==> src/rtl/retire_monitor_if.sv <==
// Commit-port bundle seen by the retirement monitor: per-lane retire strobes, PCs and exception code.
interface retire_monitor_if #(
   parameter int WAYS = 2,
   parameter int XLEN = 32
);
   logic [WAYS-1:0]      commit_valid;
   logic [WAYS*XLEN-1:0] commit_PC;
   logic [3:0]           error_status;

   modport master (output commit_valid, output commit_PC, output error_status);
   modport slave  (input  commit_valid, input  commit_PC, input  error_status);
endinterface

==> src/rtl/retire_monitor.sv <==
// Retirement monitor: cycle/instr counters, fatal-code and watchdog halt, RUN->DRAIN->HALTED; optional PC ring under RETIRE_TRACE_EN.
// Outputs registered one edge after the sampled commit (trace_rd_pc is a combinational read); never backpressures the commit port.
module retire_monitor #(
   parameter int          WAYS         = 2,
   parameter int          XLEN         = 32,
   parameter int          CNT_W        = 64,
   parameter int          WDOG_W       = 32,
   parameter int          WDOG_LIMIT   = 50000,
   parameter int          DRAIN_CYCLES = 2,
   parameter logic [15:0] FATAL_MASK   = ~16'h0021,
   parameter int          TRACE_DEPTH  = 16
) (
   input  logic                           clock,
   input  logic                           reset,
   input  logic                           clear,
   retire_monitor_if.slave                cm,
   output logic [CNT_W-1:0]               cycle_count,
   output logic [CNT_W-1:0]               instr_count,
   output logic [WDOG_W-1:0]              idle_cycles,
   output logic                           halted,
   output logic [1:0]                     halt_cause,
   output logic [3:0]                     halt_code,
   output logic [XLEN-1:0]                last_PC,
   input  logic [$clog2(TRACE_DEPTH)-1:0] trace_rd_idx,
   output logic [XLEN-1:0]                trace_rd_pc,
   output logic [$clog2(TRACE_DEPTH):0]   trace_fill
);
   localparam int NW = $clog2(WAYS + 1);

   typedef enum logic [1:0] {ST_RUN, ST_DRAIN, ST_HALTED} state_e;

   state_e            state_q, state_d;
   logic [CNT_W-1:0]  cycle_q, cycle_d, instr_q, instr_d;
   logic [WDOG_W-1:0] idle_q, idle_d, idle_next;
   logic              halted_q, halted_d;
   logic [1:0]        cause_q, cause_d;
   logic [3:0]        code_q, code_d;
   logic [XLEN-1:0]   last_pc_q, last_pc_d, youngest_pc;
   logic [7:0]        drain_q, drain_d;
   logic [NW-1:0]     n;
   logic [CNT_W:0]    cyc_sum, ins_sum;
   logic              active, fatal, wdog;

   always_comb begin
      n           = '0;
      youngest_pc = '0;
      for (int i = 0; i < WAYS; i++) begin
         if (cm.commit_valid[i]) begin
            n           = n + NW'(1);
            youngest_pc = cm.commit_PC[i*XLEN +: XLEN];
         end
      end
   end

   assign active    = (state_q != ST_HALTED);
   assign fatal     = FATAL_MASK[cm.error_status];
   assign idle_next = (n != '0) ? '0 : ((&idle_q) ? idle_q : idle_q + WDOG_W'(1));
   assign wdog      = (WDOG_LIMIT != 0) && (idle_next == WDOG_W'(WDOG_LIMIT));
   assign cyc_sum   = {1'b0, cycle_q} + (CNT_W+1)'(1);
   assign ins_sum   = {1'b0, instr_q} + (CNT_W+1)'(n);

   always_comb begin
      state_d   = state_q;
      cycle_d   = cycle_q;
      instr_d   = instr_q;
      idle_d    = idle_q;
      halted_d  = halted_q;
      cause_d   = cause_q;
      code_d    = code_q;
      last_pc_d = last_pc_q;
      drain_d   = drain_q;
      if (clear) begin
         state_d   = ST_RUN;
         cycle_d   = '0;
         instr_d   = '0;
         idle_d    = '0;
         halted_d  = 1'b0;
         cause_d   = 2'd0;
         code_d    = 4'd0;
         last_pc_d = '0;
         drain_d   = '0;
      end else if (active) begin
         cycle_d = cyc_sum[CNT_W] ? '1 : cyc_sum[CNT_W-1:0];
         instr_d = ins_sum[CNT_W] ? '1 : ins_sum[CNT_W-1:0];
         idle_d  = idle_next;
         if (n != '0) last_pc_d = youngest_pc;
         // The trigger cycle still counts; only RUN listens for new triggers.
         if (state_q == ST_RUN) begin
            if (fatal || wdog) begin
               cause_d = fatal ? 2'd1 : 2'd2;
               code_d  = cm.error_status;
               if (DRAIN_CYCLES == 0) begin
                  state_d  = ST_HALTED;
                  halted_d = 1'b1;
               end else begin
                  state_d = ST_DRAIN;
                  drain_d = 8'(DRAIN_CYCLES);
               end
            end
         end else if (drain_q <= 8'd1) begin
            state_d  = ST_HALTED;
            halted_d = 1'b1;
            drain_d  = '0;
         end else begin
            drain_d = drain_q - 8'd1;
         end
      end
   end

   always_ff @(posedge clock or negedge reset) begin
      if (!reset) begin
         state_q   <= ST_RUN;
         cycle_q   <= '0;
         instr_q   <= '0;
         idle_q    <= '0;
         halted_q  <= 1'b0;
         cause_q   <= 2'd0;
         code_q    <= 4'd0;
         last_pc_q <= '0;
         drain_q   <= '0;
      end else begin
         state_q   <= state_d;
         cycle_q   <= cycle_d;
         instr_q   <= instr_d;
         idle_q    <= idle_d;
         halted_q  <= halted_d;
         cause_q   <= cause_d;
         code_q    <= code_d;
         last_pc_q <= last_pc_d;
         drain_q   <= drain_d;
      end
   end

   assign cycle_count = cycle_q;
   assign instr_count = instr_q;
   assign idle_cycles = idle_q;
   assign halted      = halted_q;
   assign halt_cause  = cause_q;
   assign halt_code   = code_q;
   assign last_PC     = last_pc_q;

`ifdef RETIRE_TRACE_EN
   localparam int TW = $clog2(TRACE_DEPTH);

   logic [XLEN-1:0] ring_q [TRACE_DEPTH];
   logic [XLEN-1:0] ring_d [TRACE_DEPTH];
   logic [TW-1:0]   wr_ptr_q, wr_ptr_d, rd_slot;
   logic [TW:0]     fill_q, fill_d;
   logic [TW+NW:0]  fill_sum;

   assign fill_sum = {{NW{1'b0}}, fill_q} + {{(TW+1){1'b0}}, n};

   // Lanes written oldest first, so a burst wider than the ring leaves the youngest PCs.
   always_comb begin
      logic [TW-1:0] off;
      ring_d   = ring_q;
      wr_ptr_d = wr_ptr_q;
      fill_d   = fill_q;
      off      = wr_ptr_q;
      if (clear) begin
         wr_ptr_d = '0;
         fill_d   = '0;
      end else if (active) begin
         for (int i = 0; i < WAYS; i++) begin
            if (cm.commit_valid[i]) begin
               ring_d[off] = cm.commit_PC[i*XLEN +: XLEN];
               off         = off + TW'(1);
            end
         end
         wr_ptr_d = off;
         fill_d   = (fill_sum > (TW+NW+1)'(TRACE_DEPTH)) ? (TW+1)'(TRACE_DEPTH) : fill_sum[TW:0];
      end
   end

   always_ff @(posedge clock or negedge reset) begin
      if (!reset) begin
         for (int i = 0; i < TRACE_DEPTH; i++) ring_q[i] <= '0;
         wr_ptr_q <= '0;
         fill_q   <= '0;
      end else begin
         ring_q   <= ring_d;
         wr_ptr_q <= wr_ptr_d;
         fill_q   <= fill_d;
      end
   end

   assign rd_slot     = wr_ptr_q - trace_rd_idx - TW'(1);
   assign trace_rd_pc = ({1'b0, trace_rd_idx} < fill_q) ? ring_q[rd_slot] : '0;
   assign trace_fill  = fill_q;
`else
   logic unused_trace_idx;
   assign unused_trace_idx = ^trace_rd_idx;
   assign trace_rd_pc      = '0;
   assign trace_fill       = '0;
`endif
endmodule

==> src/flat_wrapper.sv <==
// flat-port wrapper written by rule: the top's interface ports become plain ports
module retire_monitor_flat 
#(
   parameter int          WAYS         = 2,
   parameter int          XLEN         = 32,
   parameter int          CNT_W        = 64,
   parameter int          WDOG_W       = 32,
   parameter int          WDOG_LIMIT   = 50000,
   parameter int          DRAIN_CYCLES = 2,
   parameter logic [15:0] FATAL_MASK   = ~16'h0021,
   parameter int          TRACE_DEPTH  = 16
)
  (clock, reset, clear, cycle_count, instr_count, idle_cycles, halted, halt_cause, halt_code, last_PC, trace_rd_idx, trace_rd_pc, trace_fill, cm_commit_valid, cm_commit_PC, cm_error_status);
  retire_monitor_if #(.WAYS(WAYS), .XLEN(XLEN)) cm_i ();
  input  logic clock;
  input  logic reset;
  input  logic clear;
  output logic [CNT_W-1:0] cycle_count;
  output logic [CNT_W-1:0] instr_count;
  output logic [WDOG_W-1:0] idle_cycles;
  output logic halted;
  output logic [1:0] halt_cause;
  output logic [3:0] halt_code;
  output logic [XLEN-1:0] last_PC;
  input  logic [$clog2(TRACE_DEPTH)-1:0] trace_rd_idx;
  output logic [XLEN-1:0] trace_rd_pc;
  output logic [$clog2(TRACE_DEPTH):0] trace_fill;
  input wire logic [$bits(cm_i.commit_valid)-1:0] cm_commit_valid;
  input wire logic [$bits(cm_i.commit_PC)-1:0] cm_commit_PC;
  input wire logic [$bits(cm_i.error_status)-1:0] cm_error_status;
  assign cm_i.commit_valid = cm_commit_valid;
  assign cm_i.commit_PC = cm_commit_PC;
  assign cm_i.error_status = cm_error_status;
  retire_monitor #(.WAYS(WAYS), .XLEN(XLEN), .CNT_W(CNT_W), .WDOG_W(WDOG_W), .WDOG_LIMIT(WDOG_LIMIT), .DRAIN_CYCLES(DRAIN_CYCLES), .FATAL_MASK(FATAL_MASK), .TRACE_DEPTH(TRACE_DEPTH)) u_core (.clock(clock), .reset(reset), .clear(clear), .cm(cm_i), .cycle_count(cycle_count), .instr_count(instr_count), .idle_cycles(idle_cycles), .halted(halted), .halt_cause(halt_cause), .halt_code(halt_code), .last_PC(last_PC), .trace_rd_idx(trace_rd_idx), .trace_rd_pc(trace_rd_pc), .trace_fill(trace_fill));
endmodule
==> config.mk <==
export PLATFORM = sky130hd
export DESIGN_NAME = retire_monitor_flat
export DESIGN_NICKNAME = d
export VERILOG_FILES = /design/src/rtl/retire_monitor_if.sv /design/src/rtl/retire_monitor.sv /design/src/flat_wrapper.sv
export SDC_FILE = /design/constraint.sdc
export NUM_CORES = 1
export LEC_CHECK = 0
export ABC_AREA = 1
export CAP_MARGIN = 20
export CORE_MARGIN = 2
export CORE_UTILIZATION = 40
export CTS_CLUSTER_DIAMETER = 100
export CTS_CLUSTER_SIZE = 20
export DETAILED_ROUTE_END_ITERATION = 8
export PLACE_DENSITY = 0.68
export SYNTH_ARGS = -nofsm -noshare
export SYNTH_HDL_FRONTEND = slang
export SYNTH_SLANG_ARGS = --single-unit
==> constraint.sdc <==
create_clock -name clock -period 2.5 [get_ports clock]
set_input_delay 0.25 -clock clock [delete_from_list [all_inputs] [get_ports clock]]
set_output_delay 0.25 -clock clock [all_outputs]
set_load 0.05 [all_outputs]
# After elaboration in Yosys (flattened, before gate mapping)
# Memory sizes are Yosys's and may differ from the RTL's.
# Index checks and enable logic that the tools add are counted.
# totals
ff_bits	209
out_inout_bits	236
inputBits	77
wordCells	77
rom_bits	16
memories	1
# memory_table
memory	words	word_bits	read_ports	rd_clocked_by_memory_dff	wr	line	text
(name not given)	16	1	1	0	0	retire_monitor.sv:56	assign fatal = FATAL_MASK[cm.error_status];
# classes
reduce_logical	15
eq_ne	4
order_cmp	2
addsub	5
muxes	41
# op_table
op	n
two-way mux 64 bit	6
two-way mux 32 bit	9
adder 64 x 1 -> 65 bit, second input constant	1
adder 64 x 2 -> 65 bit	1
two-way mux 8 bit	5
adder 32 x 1 -> 32 bit, second input constant	1
== test 32 x 16 -> 1 bit, second input constant	1
AND reduction 32 bit	1
two-way mux 2 bit	11
two-way mux 4 bit	4
nonzero test 2 bit	6
AND reduction 3 bit	3
<= comparator 8 x 1 -> 1 bit, second input constant	1
subtractor 8 x 1 -> 8 bit, second input constant	1
two-way mux 1 bit	6
< comparator 4 x 5 -> 1 bit, second input constant	1
!= test 2 bit, second input constant	2
AND reduction 2 bit	2
!= test 3 bit, second input constant	1
nonzero test 3 bit	1
adder 1 x 1 -> 2 bit, second input constant	1
zero test 2 bit	1
logical OR 1 bit	1

# Depth between registers and ports, before layout
# logic_depth
word_depth	11
ltp_mapped	19
mapped_depth_nobuf	18

# Worst setup path before layout
# OpenSTA, ideal clock, no wires.
# synth_path
path_type	input port to flip-flop
startpoint	in cm_commit_valid[1]
endpoint	reg u_core.instr_q[54] (netlist: u_core.instr_count[54])
required_time_ns	2.370
stages	17
arrival_ns	3.105
n_path_buf	2
slack_ns	-0.735
cell_sequence	clkbuf_1 clkbuf_1 inv_1 ha_1 ha_1 inv_1 fa_1 nor2_1 nand3_1 nor2_1 nand3_1 nor4_2 nand4_1 o21ai_0 nand3_1 nand2_1 o21ai_0
# synth_via
elab_chain_len	5
# synth_lines
item	line	text
start: declaration	flat_wrapper.sv:28	input wire logic [$bits(cm_i.commit_valid)-1:0] cm_commit_valid;
two-way mux 2 bit	retire_monitor.sv:48	if (cm.commit_valid[i]) begin
adder 64 x 2 -> 65 bit	retire_monitor.sv:60	assign ins_sum = {1'b0, instr_q} + (CNT_W+1)'(n);
two-way mux 64 bit	retire_monitor.sv:84	instr_d = ins_sum[CNT_W] ? '1 : ins_sum[CNT_W-1:0];
two-way mux 64 bit	retire_monitor.sv:82	end else if (active) begin
two-way mux 64 bit	retire_monitor.sv:72	if (clear) begin
end signal: assignment	retire_monitor.sv:124	instr_q <= instr_d;
end: declaration	retire_monitor.sv:33	logic [CNT_W-1:0] cycle_q, cycle_d, instr_q, instr_d;
# No other way between the ends. The select of a mux whose other input is x is not followed.
# A chain may end at the register's enable or synchronous reset.

# Worst setup path in the final report
# layout_path
startpoint	reg u_core.instr_q[0] (netlist: u_core.instr_count[0])
endpoint	reg u_core.instr_q[34] (netlist: u_core.instr_count[34])
# layout_via
elab_chain_len	4
# layout_lines
item	line
adder 64 x 2 -> 65 bit	retire_monitor.sv:60
two-way mux 64 bit	retire_monitor.sv:84
two-way mux 64 bit	retire_monitor.sv:82
two-way mux 64 bit	retire_monitor.sv:72
# No other way between the ends. The select of a mux whose other input is x is not followed.

==> results.py <==
metrics = {
    "power_and_ir_drop": {
        "clockPowerShare_pct": 27.5,
        "p_int_mw": 5.44,
        "p_per_area_nw_per_um2": 438,
        "ir_drop_uv": 562,
        "p_leak_nw": 8.23,
        "switching_share_pct": 36.6,
        "seqPwrFrac_pct": 43.4,
        "pwr-share-comb_pct": 29.1,
        "p_switching_mw": 3.15,
    },
    "floorplan": {
        "die_h_um": 191,
        "io_pins": 313,
        "start_util_pct": 40.5,
        "fp-row-count": 68,
        "die-area_um2": 36400,
        "core_um2": 34500,
        "die_w_um": 191,
    },
    "worst_setup_path": {
        "rrSetupSlack_ns": -0.01,
        "r2r-end": "u_core.instr_count[34]$_DFFE_PN0P_",
        "critPathCapture": "u_core.instr_count[34]$_DFFE_PN0P_",
        "cp-startpoint": "u_core.instr_count[0]$_DFFE_PN0P_",
        "slowest_stage": "dfrtp_1",
        "crit_buf_inv": 3,
        "crit_type": "reg -> reg",
        "cp.depth": 14,
        "cp_slowest_stage_delay_ns": 0.41,
        "end_kind": "register",
        "crit_chain": "ha_4, inv_2, fa_2, nor2_4, nand3_4, nor2_4, nand3_2, nor4_4, buf_4, nand3_4, buf_6, xnor2_2, o21ai_1, nand2_1",
        "r2r_start": "u_core.instr_count[0]$_DFFE_PN0P_",
        "cp.required_ns": 2.89,
        "cp_max_fo": 4,
        "crit_family": "simple AND/OR/NAND/NOR gates",
        "startpoint_type": "register",
        "crit_arrival_ns": 2.90,
        "r2r_cells": 14,
    },
    "finish": {
        "diodes": 0,
        "layout-drive-gt1-share_pct": 15.6,
        "area_growth_pct": 40.7,
        "register_area_um2": 5240,
        "fin_util_pct": 56.9,
        "layoutNonFillerInstCount": 2940,
        "finalNetCount": 2567,
        "stdcell_area_um2": 19600,
        "multi_input_area_um2": 7800,
        "fill_cells": 3278,
    },
    "routing": {
        "first_pass_iters": 6,
        "vias": 15800,
        "drt-total-wl_mm": 51.9,
        "drt-initial-drc-count": 1333,
        "ant_nets": 0,
        "post_drt_wl_per_cell_um": 17.7,
        "viasPerCell": 5.38,
        "drc": 0,
    },
    "timing": {
        "hold_violations": 0,
        "slew_headroom_pct": 53.4,
        "fin_skew_ns": 0.0236,
        "min_period_over_period_pct": 100,
        "slew_violations": 0,
        "rsz0062_at_grt": "yes",
        "fin_crit_ns": 2.51,
        "fin_ws_ns": -0.0123,
        "fin_hold_ws_ns": 0.302,
        "tightest_slew_ns": 0.696,
        "setup_violations": 1,
        "fmax_ghz": 0.398,
    },
    "grt": {
        "met1_usage_pct": 37.6,
        "grt-ovfl-total": 0,
        "grt_max_degree": 63,
        "grt_pass1_vias": 14800,
        "grtUsageTotal_pct": 27.0,
        "grtUsageMet3_pct": 5.04,
        "grt_busiest_layer": "met2",
        "grt_pass1_wl_mm": 78.9,
        "antenna_found_initial": 0,
        "use_met2_pct": 44.0,
    },
    "synth": {
        "ys_warn_count": 0,
        "synth-async-reset-ratio_pct": 100,
        "synth-main-ff-cell": "dfrtp_1",
        "synth_xor_area_share_pct": 3.96,
        "ys_types": 45,
        "synth_fa_ha_area_share_pct": 0.861,
        "synth_compound_area_share_pct": 13.8,
        "syn_avg_cell_area_um2": 6.79,
        "ys_ff_latch": 209,
        "synthCells": 2053,
        "synth.area.mux_share_pct": 0,
        "yosys.area_share.simple_pct": 32.3,
        "yosysSeqAreaShare_pct": 37.5,
        "synth_top_family_by_area": "simple AND/OR/NAND/NOR gates",
        "syn_area_um2": 13900,
        "synth_edf_count": 0,
    },
    "flow_run": {
        "drv_cap": 0,
    },
    "clock_tree": {
        "h-tree-depth": 1,
        "cts_sinks": 209,
        "cts_tree": "done",
        "clockRootBuffer": "clkbuf_16",
        "clock_latency_ns": 0.50,
        "clock_path_buffers": 3,
        "numCtsBuffers": 14,
        "clkSlewWorstSetupHoldPaths_ns": 0.10,
    },
    "run_status": {
        "outcome": "finished with violations",
        "failed_checks": "setup timing",
    },
    "worst_hold_path": {
        "min_path_type": "in -> async",
    },
    "placement": {
        "portBuffers": 271,
        "place_inst": 2877,
        "place_area_um2": 18300,
        "place_hpwl_mm": 37.8,
        "gp_congestion": 1.02,
    },
}
==> per-layer routing <==
layer	share of wire [%]	vias up
met1	43	7565
li1	-	7490
met5	0	-
met3	8.5	80
met4	1.9	0
met2	46	678
==> timing repair <==
action                     4_1_cts  5_1_grt
resized for setup                9      145
pin swaps                        7       46
hold endpoints to repair        59        0
setup endpoints to repair       73       94
setup buffers                    1       33
hold buffers                     1        0
cloned                           0        8
==> registers in the layout, indices dropped and copies added, names as in the netlist <==
name                flops
u_core.cycle_count     64
u_core.drain_q          8
u_core.halt_cause       2
u_core.halt_code        4
u_core.halted           1
u_core.idle_cycles     32
u_core.instr_count     64
u_core.last_PC         32
u_core.state_q          2
==> per-stage QoR <==
step,setup slack [ns],power [mW],setup TNS [ns]
after floorplan,-0.338,5.30,-10.21
after global placement,-0.752,6.14,-36.57
after detailed placement,-0.826,6.17,-41.76
after CTS,0.0158,8.54,0
after global routing,-0.153,8.98,-3.69
final,-0.0123,8.59,-0.0123
==> worst register-to-register path: stages, from the launching register on <==
cell	delay, ns
dfrtp_1	0.41
ha_4	0.16
inv_2	0.03
fa_2	0.38
nor2_4	0.15
nand3_4	0.09
nor2_4	0.11
nand3_2	0.11
nor4_4	0.26
buf_4	0.19
nand3_4	0.07
buf_6	0.15
xnor2_2	0.12
o21ai_1	0.13
nand2_1	0.07
==> cell families (layout without fill, tap and decap cells) <==
| kind of cell | after synthesis | in the layout |
|---|---|---|
| AO/OA/AOI/OAI | 346 | 346 |
| XOR/XNOR | 63 | 63 |
| adder cells (fa/ha/maj) | 9 | 9 |
| buffers and inverters | 386 | 781 |
| flip-flops | 209 | 209 |
| other | 1 | 37 |
| AND/OR/NAND/NOR | 1039 | 1040 |
==> cell type report <==
class / count / share of cell area (%)
Clock buffer: 18 / 1.97
Inverter: 280 / 5.45
Timing Repair inverter: 1 / 0.0255
Tap cell: 455 / 2.90
Clock inverter: 2 / 0.0702
Multi-Input combinational cell: 1495 / 39.8
Sequential cell: 209 / 26.7
Timing Repair Buffer: 480 / 23.1
==> how the worst min path moves through the flow <==
stage	from	endpoint	cells after the start
4_1_cts	reset	u_core.idle_cycles[19]$_DFFE_PN0P_	2
2_1_floorplan	reset	u_core.cycle_count[0]$_DFFE_PN0P_	0
3_5_place_dp	reset	u_core.idle_cycles[19]$_DFFE_PN0P_	1
3_3_place_gp	reset	u_core.idle_cycles[16]$_DFFE_PN0P_	1
5_1_grt	reset	u_core.idle_cycles[19]$_DFFE_PN0P_	2
6_report	reset	u_core.idle_cycles[19]$_DFFE_PN0P_	2
==> cells in the final DEF (no fill, tap or decap), types with 21 or more instances in the layout <==
cell type	netlist	final
conb_1	1	37
nor2_2	4	28
a21oi_1	35	33
nand3_2	1	21
nand2_1	455	432
dfrtp_1	209	200
o22ai_1	55	55
nand3_1	125	102
buf_4	37	183
nor2_1	244	209
nand4_1	42	42
xor2_1	60	60
o21ai_0	203	187
a22oi_1	32	32
nor3_1	119	109
clkdlybuf4s50_1	0	268
nand2_2	7	25
inv_1	278	270
==> cell usage after synthesis (8+ instances only) <==
cell | number | share of area [%]
nand2_1 | 455 | 12
inv_1 | 278 | 7.5
nor2_1 | 244 | 6.6
dfrtp_1 | 209 | 38
o21ai_0 | 203 | 7.3
nand3_1 | 125 | 4.5
nor3_1 | 119 | 4.3
xor2_1 | 60 | 3.8
clkbuf_1 | 55 | 1.5
o22ai_1 | 55 | 2.5
nand4_1 | 42 | 1.9
buf_4 | 37 | 2.0
a21oi_1 | 35 | 1.3
a22oi_1 | 32 | 1.7
nor4_1 | 15 | 0.67
or2_2 | 12 | 0.54
o21ai_1 | 9 | 0.32
ha_1 | 8 | 0.72
==> power by group through the flow <==
stage          Combinational [mW]  Sequential (mW)  Clock (mW)
6_report                     2.50             3.73        2.37
5_1_grt                      2.69             3.75        2.53
4_1_cts                      2.40             3.72        2.42
3_5_place_dp                 2.39             3.78           0
3_3_place_gp                 2.37             3.77           0
2_1_floorplan                1.09             4.22           0
Note: power is estimated with default switching activity, not from simulation.
